--- config.mk ---
export PLATFORM = sky130hd
export DESIGN_NAME = phase_accumulator
export DESIGN_NICKNAME = d
export VERILOG_FILES = /design/src/rtl/wave_pkg.sv /design/src/rtl/sample_tick_divider.sv /design/src/rtl/phase_accumulator.sv
export SDC_FILE = /design/constraint.sdc
export NUM_CORES = 1
export LEC_CHECK = 0
export BUFFER_PORTS_ARGS = -buffer_cell sky130_fd_sc_hd__buf_2
export CAP_MARGIN = 25
export CORE_MARGIN = 2
export CORE_UTILIZATION = 53
export CTS_CLUSTER_SIZE = 30
export DETAILED_ROUTE_END_ITERATION = 16
export GPL_TIMING_DRIVEN = 1
export HOLD_SLACK_MARGIN = 0.08
export PLACE_DENSITY = 0.77
export SYNTH_ARGS = -nofsm -noshare
export SYNTH_HDL_FRONTEND = slang
export SYNTH_HIERARCHICAL = 1
export SYNTH_SLANG_ARGS = --single-unit
--- constraint.sdc ---
create_clock -name clk -period 4.84 [get_ports clk]
set_input_delay 0.242 -clock clk [delete_from_list [all_inputs] [get_ports clk]]
set_output_delay 0.242 -clock clk [all_outputs]
set_load 0.05 [all_outputs]
--- src/rtl/wave_pkg.sv ---
// Shared wave-generator constants and the phase accumulator's frequency-word state type.
package wave_pkg;

    // Phase word width expected by the sine lookup input
    localparam int unsigned LUT_PHASE_W  = 16;
    // Sine lookup output sample width
    localparam int unsigned LUT_SAMPLE_W = 12;
    // Default accumulator / tuning-word width
    localparam int unsigned DEF_ACC_W    = 24;
    // Default sample-rate divider width
    localparam int unsigned DEF_DIV_W    = 16;

    // CLEAN: active word is current; PENDING: shadow word waits for the next tick
    typedef enum logic {
        ST_CLEAN   = 1'b0,
        ST_PENDING = 1'b1
    } fcw_state_t;

endpackage

--- src/rtl/sample_tick_divider.sv ---
// Sample-rate divider: emits one tick every (i_div + 1) enabled clocks.
// Ports:
//   i_clk     system clock
//   i_reset   synchronous active-high reset
//   i_enable  1 = count, 0 = hold count and suppress ticks
//   i_sync    restart the period; no tick in that cycle
//   i_div     sample period minus one, in clocks
//   o_tick_c  combinational tick strobe for the current cycle
module sample_tick_divider
    import wave_pkg::*;
#(
    parameter int unsigned DIV_W = DEF_DIV_W
) (
    input  logic             i_clk,
    input  logic             i_reset,
    input  logic             i_enable,
    input  logic             i_sync,
    input  logic [DIV_W-1:0] i_div,
    output logic             o_tick_c
);

    logic [DIV_W-1:0] r_div_cnt;

    // ">=" so that lowering i_div below the running count ticks on the next enabled cycle
    assign o_tick_c = i_enable && !i_sync && (r_div_cnt >= i_div);

    // Period counter
    always_ff @(posedge i_clk) begin
        if (i_reset) begin
            r_div_cnt <= '0;
        end else if (i_sync) begin
            r_div_cnt <= '0;
        end else if (i_enable) begin
            if (o_tick_c) begin
                r_div_cnt <= '0;
            end else begin
                r_div_cnt <= r_div_cnt + DIV_W'(1);
            end
        end
    end

endmodule

--- src/rtl/phase_accumulator.sv ---
// Numerically controlled phase source feeding the sine lookup.
// Frequency words are double-buffered (shadow -> active) and only take effect on a
// sample tick, so every sample step uses one consistent tuning word.
// Ports:
//   clk, reset    system clock, synchronous active-high reset
//   enable        run divider/accumulator (0 = freeze; loads and sync still honoured)
//   sync          restart phase at 0 and restart the divider
//   fcw_in        frequency control word, captured by fcw_load
//   fcw_load      capture fcw_in into the shadow register
//   div_in        sample period minus one, in clocks
//   phase_offset  added to the output phase, sampled at tick
//   phase         registered phase word
//   phase_valid   one-cycle strobe: new phase this cycle
//   wrap          with phase_valid: accumulator carried out on this step
module phase_accumulator
    import wave_pkg::*;
#(
    parameter int unsigned ACC_W   = DEF_ACC_W,
    parameter int unsigned PHASE_W = LUT_PHASE_W,
    parameter int unsigned DIV_W   = DEF_DIV_W
) (
    input  logic               clk,
    input  logic               reset,
    input  logic               enable,
    input  logic               sync,
    input  logic [ACC_W-1:0]   fcw_in,
    input  logic               fcw_load,
    input  logic [DIV_W-1:0]   div_in,
    input  logic [PHASE_W-1:0] phase_offset,
    output logic [PHASE_W-1:0] phase,
    output logic               phase_valid,
    output logic               wrap
);

    fcw_state_t         r_state;
    fcw_state_t         w_state_nxt;
    logic [ACC_W-1:0]   r_acc;
    logic [ACC_W-1:0]   r_fcw_shadow;
    logic [ACC_W-1:0]   r_fcw_active;
    logic [ACC_W-1:0]   w_eff;
    logic [ACC_W:0]     w_sum;
    logic [PHASE_W-1:0] w_phase_nxt;
    logic               w_tick;
    logic [PHASE_W-1:0] r_phase;
    logic               r_phase_valid;
    logic               r_wrap;

    sample_tick_divider #(
        .DIV_W (DIV_W)
    ) u_div (
        .i_clk    (clk),
        .i_reset  (reset),
        .i_enable (enable),
        .i_sync   (sync),
        .i_div    (div_in),
        .o_tick_c (w_tick)
    );

    // Pending-load state register
    always_ff @(posedge clk) begin
        if (reset) begin
            r_state <= ST_CLEAN;
        end else begin
            r_state <= w_state_nxt;
        end
    end

    // Next state and step datapath; a load coincident with a tick stays pending
    always_comb begin
        w_state_nxt = r_state;
        w_eff       = r_fcw_active;
        if (r_state == ST_PENDING) begin
            w_eff = r_fcw_shadow;
        end
        if (fcw_load) begin
            w_state_nxt = ST_PENDING;
        end else if (w_tick) begin
            w_state_nxt = ST_CLEAN;
        end
        w_sum       = {1'b0, r_acc} + {1'b0, w_eff};
        w_phase_nxt = w_sum[ACC_W-1 -: PHASE_W] + phase_offset;
    end

    // Tuning words, accumulator and output register
    always_ff @(posedge clk) begin
        if (reset) begin
            r_acc         <= '0;
            r_fcw_shadow  <= '0;
            r_fcw_active  <= '0;
            r_phase       <= '0;
            r_phase_valid <= 1'b0;
            r_wrap        <= 1'b0;
        end else begin
            if (fcw_load) begin
                r_fcw_shadow <= fcw_in;
            end
            if (w_tick) begin
                r_fcw_active <= w_eff;
            end
            // sync outranks the tick (the divider already masks the tick during sync)
            if (sync) begin
                r_acc <= '0;
            end else if (w_tick) begin
                r_acc <= w_sum[ACC_W-1:0];
            end
            if (w_tick) begin
                r_phase <= w_phase_nxt;
            end
            r_phase_valid <= w_tick;
            r_wrap        <= w_tick & w_sum[ACC_W];
        end
    end

    assign phase       = r_phase;
    assign phase_valid = r_phase_valid;
    assign wrap        = r_wrap;

endmodule

# Yosys cells after proc, flatten, opt, wreduce, memory -nomap -nowiden
# Index checks and enable logic that the tools add are counted.
dict set report op_classes {
  n_mux 4
  magnitude_cmp 1
  reduce_logical 5
  add_sub_neg 3
  bitwise 1
}
# operator count
set op_table {}
lappend op_table {{$add A24 B24 Y25} 1}
lappend op_table {{$mux W24} 1}
lappend op_table {{$add A16 B1 Y16 const B} 1}
lappend op_table {{$add A16 B16 Y16} 1}
lappend op_table {{$ge A16 B16 Y1} 1}
lappend op_table {{$mux W16} 1}
lappend op_table {{$logic_and A1 B1 Y1} 2}
lappend op_table {{$mux W1} 2}
lappend op_table {{$reduce_bool A2 Y1} 1}
lappend op_table {{$reduce_or A2 Y1} 1}
lappend op_table {{$and A1 B1 Y1} 1}
lappend op_table {{$logic_not A1 Y1} 1}
dict set report totals {
  regBits 107
  out_inout_bits 18
}

# Longest topological paths before layout
# Gate-level depths: netlist (run 1).
dict set report depth {
  word_depth 5
  depth_mapped 22
  mapped_depth_nobuf 20
}

# Hierarchy
# The synthesis (run 1) kept the hierarchy.
# mod cells_each seq_area_each_um2 instances area_per_inst_um2
set modules_own_cells {}
lappend modules_own_cells {phase_accumulator 607 1821.7 1 5235.0}
lappend modules_own_cells {sample_tick_divider 138 320.3 1 1213.7}

# Worst setup path before layout (run 1)
# OpenSTA, ideal clock, no wires.
dict set report synth_timing {
  path_kind {register to register}
  from {reg r_state}
  to {reg r_phase[14] (netlist: phase[14])}
  path_buffers 2
  period_less_slack_ns 4.663
  slack_ns 0.177
  setup_time_ns 0.114
  stages_incl_launch_ff 22
  arrival_time_ns 4.549
  path_cell_list {dfxtp_1 clkbuf_1 clkbuf_1 mux2_2 ha_1 inv_1 fa_1 nor2b_1 o2111ai_1 a21boi_1 a21boi_0 o21ai_0 xor2_1 ha_1 nor2b_1 o21a_1 o21ai_0 a211oi_1 nor3_1 o31ai_1 xor2_1 a21o_1}
}
dict set report synth_between {
  elab_chain_len 3
}
# element line_no
set synth_lines {}
lappend synth_lines {{start: declaration} phase_accumulator.sv:35} ;# fcw_state_t r_state;
lappend synth_lines {{start signal: assignment} phase_accumulator.sv:64} ;# r_state <= w_state_nxt;
lappend synth_lines {{$mux W24} phase_accumulator.sv:72} ;# if (r_state == ST_PENDING) begin
lappend synth_lines {{via w_eff[0]} phase_accumulator.sv:40} ;# logic [ACC_W-1:0] w_eff;
lappend synth_lines {{$add A24 B24 Y25} phase_accumulator.sv:80} ;# w_sum = {1'b0, r_acc} + {1'b0, w_eff};
lappend synth_lines {{via w_sum[10]} phase_accumulator.sv:41} ;# logic [ACC_W:0] w_sum;
lappend synth_lines {{$add A16 B16 Y16} phase_accumulator.sv:81} ;# w_phase_nxt = w_sum[ACC_W-1 -: PHASE_W] + phase_offset;
lappend synth_lines {{end signal: assignment} phase_accumulator.sv:107} ;# r_phase <= w_phase_nxt;
lappend synth_lines {{end: declaration} phase_accumulator.sv:44} ;# logic [PHASE_W-1:0] r_phase;
# The timed path passes the listed nets, and every way through them passes these cells.
# A chain may end at the register's enable or synchronous reset.

# Worst setup path after layout (run 1)
dict set report layout_timing {
  from {reg r_state}
  to {reg r_phase[15] (netlist: phase[15])}
}
# The elaborated chain is that of the path after synthesis.

==> reports/qor.txt, run 1 <==
I/O pins - 79
Initial DRC Count - 211
All-Layer GR Usage - 0.236
Worst reg2reg setup slack - 0.32 ns
Layout cells sized above 1 - 0.207
Final Instance Area - 0.00736 mm^2
Cell Area, Placed - 0.00697 mm^2
Vias - 5453
Pin count of the biggest net entering global routing - 66
Clock-pin slew on the worst setup and hold paths - 0.08 ns
Slowest-stage cell, CP - dfxtp_1
Worst EP arrival - 4.81 ns
Combinational Power Share - 0.103
Hold EP - r_fcw_shadow[23]
Critical Path Source - r_state
Switching share of power - 0.258
Unrepaired setup endpoints after global routing - yes
R2R Path Start - r_state
Min-delay src - fcw_in[23]
Period utilization - 0.934
Buf/Inv on CP - 3
First drt pass iteration count - 6
Top_reg_cell synth - dfxtp_1
Main area contributors after synthesis - dfxtp_1 33%, ha_1 11%, mux2i_1 7.5%
Outcome - finished clean
Slew margin rel. - 0.448
Clock Power Share - 0.396
Hold buffer count at cts - 0
Reg2reg end - phase[15]
Vias in the first global route - 5463
CTS tree - done
Internal Power - 0.00133 W
Htree depth - 3
Crit-path cells - buf_4 -> buf_6 -> mux2_2 -> ha_1 -> nand4_1 -> nor2_1 -> a211oi_1 -> or2_2 -> a21oi_1 -> xor2_1 -> buf_4 -> ha_1 -> a21oi_1 -> nand2_1 -> a21oi_1 -> a2bb2oi_2 -> nand3b_1 -> a21oi_1 -> xor3_1 -> a211oi_2
R2R cell count - 20
Die H - 114 um
Max IR drop VDD - 0.176 mV
Routed Antenna Nets - 0
Area growth, synth to finish - 14.2%
Top-count cell post-synth - nor2_1
Diodes inserted - 0
Max Buffers Root-to-Sink - 2
Starting Density - 0.539
Most common cell on crit path - a21oi_1
First-pass GRT wire length - 24800 um
Remaining DRCs - 0
Req. time, crit path - 5.13 ns
Syn nets - 866
Synthesis Warnings - 6
Post-synthesis register bit count - 107
Area fraction of the dominant cell type after synthesis - 0.332
Setup crit end kind - register
Worst Hold Class - input port to register
GRT overflow - 0
Average cell area after synthesis - 8.66 um^2
CP peak stage delay - 0.41 ns
Layout Utilization - 0.616
Die area - 0.0131 mm^2
Clk_skew - 0.00908 ns
Netlist cell types - 62
FFs w/ async S/R, synth - 0
Cells after Synth - 745
Crit path launch type - register
Most area-hungry cell type in the Yosys netlist - dfxtp_1
Final min period - 4.52 ns
PwrDens - 244 mW/mm^2
Root Buffer Master - clkbuf_16
Flop pwr share - 0.501
Final setup fails - 0
Sink Count - 107
WL per Instance - 15.2 um
Fin. max-slew vios - 0
Max FO, Critical Path - 15
Worst skew pair latency - 0.36 ns
Clock buffer count from CTS - 9
Final count of hold timing violations - 0
GP Congestion - 0.932
EDFF count, synth - 0
Detail Placement HPWL - 11100 um
Setup CP Type - register to register
Fill count - 1029
Max Fclk - 221 MHz
Die width - 114 um
Core footprint - 0.0120 mm^2
Worst-margin pin slew - 0.827 ns
Most instantiated cells after synthesis - 128 x nor2_1, 107 x dfxtp_1, 58 x ha_1, 48 x mux2i_1, 42 x a21oi_1
Hold Slack - 0.117 ns
Final wirelength - 14800 um
Psw - 0.000463 W
Antenna violations before repair - 0
Row cnt - 40
Power Total - 0.00180 W
Sequential share of the synthesized area - 0.332
Leak - 3.35 nW
Final setup TNS - 0 ns
Vias/cell - 5.62
Nets - 939
Footprint of the multi-input gates - 0.00414 mm^2
Delay-heaviest family, CP - compound AO/OA/AOI/OAI gates
Number of max-cap violations - 0
Sequential cell area - 0.00214 mm^2
Synthesized area - 0.00645 mm^2
Hold Crit Depth - 3
# port buffers - 78
[sequential cells by signal, summed over array words and instances, names as in the netlist]
signal,flops
phase,16
phase_valid,1
r_acc,24
r_fcw_active,24
r_fcw_shadow,24
r_state,1
u_div/r_div_cnt,16
wrap,1
[power groups by stage]
stage                     Combinational (W)  Sequential [W]  Clock, W
final                              0.000184        0.000900  0.000711
after global routing               0.000206        0.000902  0.000767
after CTS                          0.000182        0.000900  0.000733
after detailed placement           0.000181        0.000921         0
after global placement             0.000177        0.000921         0
after floorplan                    0.000127        0.000917         0
[cell families (layout without fill, tap and decap cells)]
family	after synthesis	count (layout)	share of synthesized area
adders and majority gates	60	60	0.119
AOI/OAI and AO/OA	128	128	0.135
xor gates and xnor gates	42	42	0.0594
muxes	71	71	0.115
buffers and inverters	57	135	0.0345
DFF	107	107	0.332
and+or+nand+nor	280	280	0.206
[layout make-up]
type | instances | area share
Clock buffer | 9 | 0.0306
Clock inverter | 7 | 0.00765
Inverter | 28 | 0.0143
Multi-Input combinational cell | 581 | 0.562
Sequential cell | 107 | 0.291
Tap cell | 147 | 0.0250
Timing Repair Buffer | 91 | 0.0695
[routing by layer]
metal  up-vias  share of wire  global-route usage
li1       2757              -                   -
met1      2562           0.43               0.272
met2       105           0.50               0.418
met3        29          0.041              0.0582
met4         0          0.025              0.0992
met5         -              0                   0
[worst register-to-register path, cell delays in order (launching register included)]
cell       delay [ns]
dfxtp_1          0.41
buf_4            0.21
buf_6            0.20
mux2_2           0.37
ha_1             0.41
nand4_1          0.18
nor2_1           0.16
a211oi_1         0.11
or2_2            0.33
a21oi_1          0.17
xor2_1           0.16
buf_4            0.15
ha_1             0.22
a21oi_1          0.17
nand2_1          0.07
a21oi_1          0.22
a2bb2oi_2        0.19
nand3b_1         0.10
a21oi_1          0.18
xor3_1           0.24
a211oi_2         0.20
[timing repair]
| action | in CTS | in global routing |
|---|---|---|
| setup buffers | 0 | 4 |
| endpoints found under the setup margin | 0 | 4 |
| endpoints found under the hold margin | 0 | 0 |
| gates resized for setup | 0 | 15 |
[worst max path at each step]
stage                end  cells after the start  slack [ns]
2_1_floorplan  phase[14]                     21        0.18
6_report       phase[15]                     20        0.32
5_1_grt        phase[15]                     20       -0.02
3_3_place_gp   phase[15]                     19        0.25
3_5_place_dp   phase[15]                     19        0.17
4_1_cts        phase[15]                     19        0.15
[cell usage in the layout (no fill, tap or decap), types with 11 or more instances in the layout]
| cell type | instances |
|---|---|
| a21o_1 | 16 |
| a21oi_1 | 38 |
| buf_2 | 78 |
| buf_4 | 11 |
| dfxtp_1 | 107 |
| ha_1 | 56 |
| inv_1 | 28 |
| mux2_2 | 23 |
| mux2i_1 | 48 |
| nand2_1 | 32 |
| nand3_1 | 20 |
| nor2_1 | 128 |
| nor3_1 | 38 |
| o21ai_0 | 20 |
| xnor2_1 | 24 |
| xor2_1 | 16 |
[stage by stage]
step | setup slack (ns) | std cells
5_1_grt | -0.0184 | 970
4_1_cts | 0.150 | 965
2_1_floorplan | 0.177 | 745
6_report | 0.320 | 970
3_5_place_dp | 0.172 | 949
3_3_place_gp | 0.246 | 949
Power figures use the tool's default switching activity.
==> run 2: changes to the inputs <==
==> constraint.sdc (replaced) <==
create_clock -name clk -period 3.8 [get_ports clk]
set_input_delay 0.19 -clock clk [delete_from_list [all_inputs] [get_ports clk]]
set_output_delay 0.19 -clock clk [all_outputs]
set_load 0.05 [all_outputs]
==> reports/qor.txt, run 2 (synthesized netlist as in run 1, its figures left out) <==
GRT overflow - 0 (unchanged)
Most frequent cells in the layout - 125 x nor2_1, 106 x dfxtp_1, 102 x buf_4, 78 x buf_2, 47 x mux2i_1
Combinational Power Share - 0.135 (+0.032)
Switching share of power - 0.258 (about the same)
Core footprint - 0.0120 mm^2 (unchanged)
Setup CP Type - register to register
Starting Density - 0.539 (unchanged)
Critical Path Source - r_state
Worst Hold Class - input port to register
Req. time, crit path - 4.08 ns (-1.05 ns)
Leak - 3.96 nW (+18%)
Diodes inserted - 0 (unchanged)
First-pass GRT wire length - 27800 um (+12%)
Clk_skew - 0.00750 ns (-0.00158 ns)
Initial DRC Count - 342 (+62%)
Failing checks - setup timing
Hold Slack - 0.0816 ns (-0.0356 ns)
Final count of hold timing violations - 0 (unchanged)
CTS tree - done
Clock Power Share - 0.385 (-0.011)
Period utilization - 1.14 (+0.207)
Unrepaired setup endpoints after global routing - yes
Hold Crit Depth - 3 (unchanged)
Buf/Inv on CP - 3 (unchanged)
Die area - 0.0131 mm^2 (unchanged)
Root Buffer Master - clkbuf_16
Outcome - finished with violations
Max FO, Critical Path - 6 (-9)
Die H - 114 um (unchanged)
Nets - 1048 (+12%)
Fin. max-slew vios - 0 (unchanged)
Final wirelength - 18200 um (+23%)
Vias - 6125 (+12%)
All-Layer GR Usage - 0.268 (+0.0313)
R2R cell count - 22 (+10%)
Placed Instances - 1026 (+8.1%)
First drt pass iteration count - 5 (-1)
Clock buffer count from CTS - 9 (unchanged)
# port buffers - 78 (unchanged)
Post-Layout Cell Count - 1079 (+11%)
Final min period - 4.34 ns (-0.183 ns)
Worst-margin pin slew - 0.774 ns (-0.0531 ns)
Internal Power - 0.00177 W (+33%)
Routed Antenna Nets - 0 (unchanged)
GP Congestion - 0.927 (-0.60%)
Antenna violations before repair - 0 (unchanged)
Area growth, synth to finish - 34.3%
Slew margin rel. - 0.483 (+0.0348)
Instance count on the critical path - 22 (+10%)
WL per Instance - 16.9 um (+11%)
Biggest regs - r_acc (24), r_fcw_active (24), r_fcw_shadow (24)
Worst EP arrival - 4.62 ns (-0.19 ns)
Row cnt - 40 (unchanged)
Sink Count - 107 (unchanged)
Htree depth - 3 (unchanged)
Min-delay src - fcw_in[8]
Flop pwr share - 0.481 (-0.020)
Delay-heaviest family, CP - compound AO/OA/AOI/OAI gates
Die width - 114 um (unchanged)
Remaining DRCs - 0 (unchanged)
Psw - 0.000616 W (+33%)
Worst skew pair latency - 0.36 ns (about the same)
Worst reg2reg setup slack - -0.54 ns (-0.86 ns)
Most common cell after layout, fill and taps aside - nor2_1
Pin count of the biggest net entering global routing - 66 (unchanged)
CP peak stage delay - 0.35 ns (-0.06 ns)
Detail Placement HPWL - 12200 um (+9.9%)
Crit-path cells - buf_12 -> mux2_4 -> ha_4 -> inv_2 -> fa_2 -> nor2b_4 -> o2111ai_4 -> a21boi_4 -> buf_6 -> a211oi_4 -> or2_4 -> a21oi_4 -> xor2_2 -> ha_1 -> a21oi_2 -> nand2_1 -> a21oi_2 -> a2bb2oi_2 -> nand3b_1 -> a21oi_2 -> xor3_1 -> a211oi_2
Vias in the first global route - 5942 (+8.8%)
Number of max-cap violations - 0 (unchanged)
Crit path launch type - register
Clock-pin slew on the worst setup and hold paths - 0.07 ns (about the same)
Max Fclk - 231 MHz (+4.2%)
Setup crit end kind - register
I/O pins - 79 (unchanged)
Fill count - 878 (-15%)
Vias/cell - 5.68 (+0.98%)
Most common cell on crit path - a21oi_2
Final setup fails - 9 (+9)
PwrDens - 276 mW/mm^2 (+13%)
Layout cells sized above 1 - 0.345 (+0.139)
Final worst setup slack - -0.537 ns (-0.857 ns)
Slowest-stage cell, CP - fa_2
Max Buffers Root-to-Sink - 2 (unchanged)
R2R Path Start - r_state
Max IR drop VDD - 0.198 mV (+12%)
[run 2: cell types whose count changed in the layout (fill, tap and decap cells not counted), moves of 4 or more]
cell / delta
a21oi_1: -12
o21ai_2: +7
buf_4: +91
ha_4: +9
o21ai_0: -12
xnor2_1: -4
ha_1: -11
dlygate4sd3_1: +14
a21oi_2: +10
nor3_1: -4
o21ai_1: +5
[run 2: per-layer routing]
metal  up-vias  global-route usage  wire [um]
met5         -                   0          0
met4         0              0.0927        496
met3        42              0.0386        845
met2       161               0.492       9430
met1      2941               0.318       7430
li1       2981                   -          -
[run 2: layout make-up]
type | count | area (um^2) | area share
Clock inverter | 5 | 42.5 | 0.00491
Clock buffer | 11 | 243 | 0.0280
Tap cell | 147 | 184 | 0.0212
Timing Repair Buffer | 200 | 1390 | 0.161
Sequential cell | 107 | 2140 | 0.248
Multi-Input combinational cell | 581 | 4550 | 0.525
Inverter | 28 | 105 | 0.0121
[run 2: power by group through the flow]
stage          clock network (W)  logic (W)  registers [W]
2_1_floorplan                  0   0.000170        0.00117
3_3_place_gp                   0   0.000259        0.00117
3_5_place_dp                   0   0.000268        0.00117
4_1_cts                 0.000929   0.000305        0.00115
5_1_grt                 0.000973   0.000348        0.00115
6_report                0.000918   0.000321        0.00115
[run 2: metrics by stage]
step / setup slack, ns / instance area [um^2] / TNS [ns] / util / total power (W)
finish: -0.537 / 8660 / -3.39 / 0.724 / 0.00239
global route: -0.756 / 8660 / -6.55 / 0.724 / 0.00247
CTS: -0.441 / 8450 / -2.18 / 0.706 / 0.00238
detailed placement: -0.717 / 7640 / -4.37 / 0.639 / 0.00144
global placement: -0.591 / 7640 / -3.53 / 0.639 / 0.00143
floorplan: -0.351 / 6560 / -0.899 / - / 0.00134
[run 2: final timing paths]
kind                           to
setup / recovery        phase[15]
hold / removal    r_fcw_shadow[8]
setup reg to reg        phase[15]
hold reg to reg         phase[13]
[run 2: timing repair]
action,in CTS,in global routing
gates resized for setup,59,28
setup endpoints to repair,11,12
pin swaps,21,13
hold buffers,14,0
hold endpoints to repair,14,0
setup buffers,14,10
[run 2: tightest hold or removal path: stages]
cell	delay (ns)
buf_2	0.08
mux2i_1	0.06
nor2_1	0.08
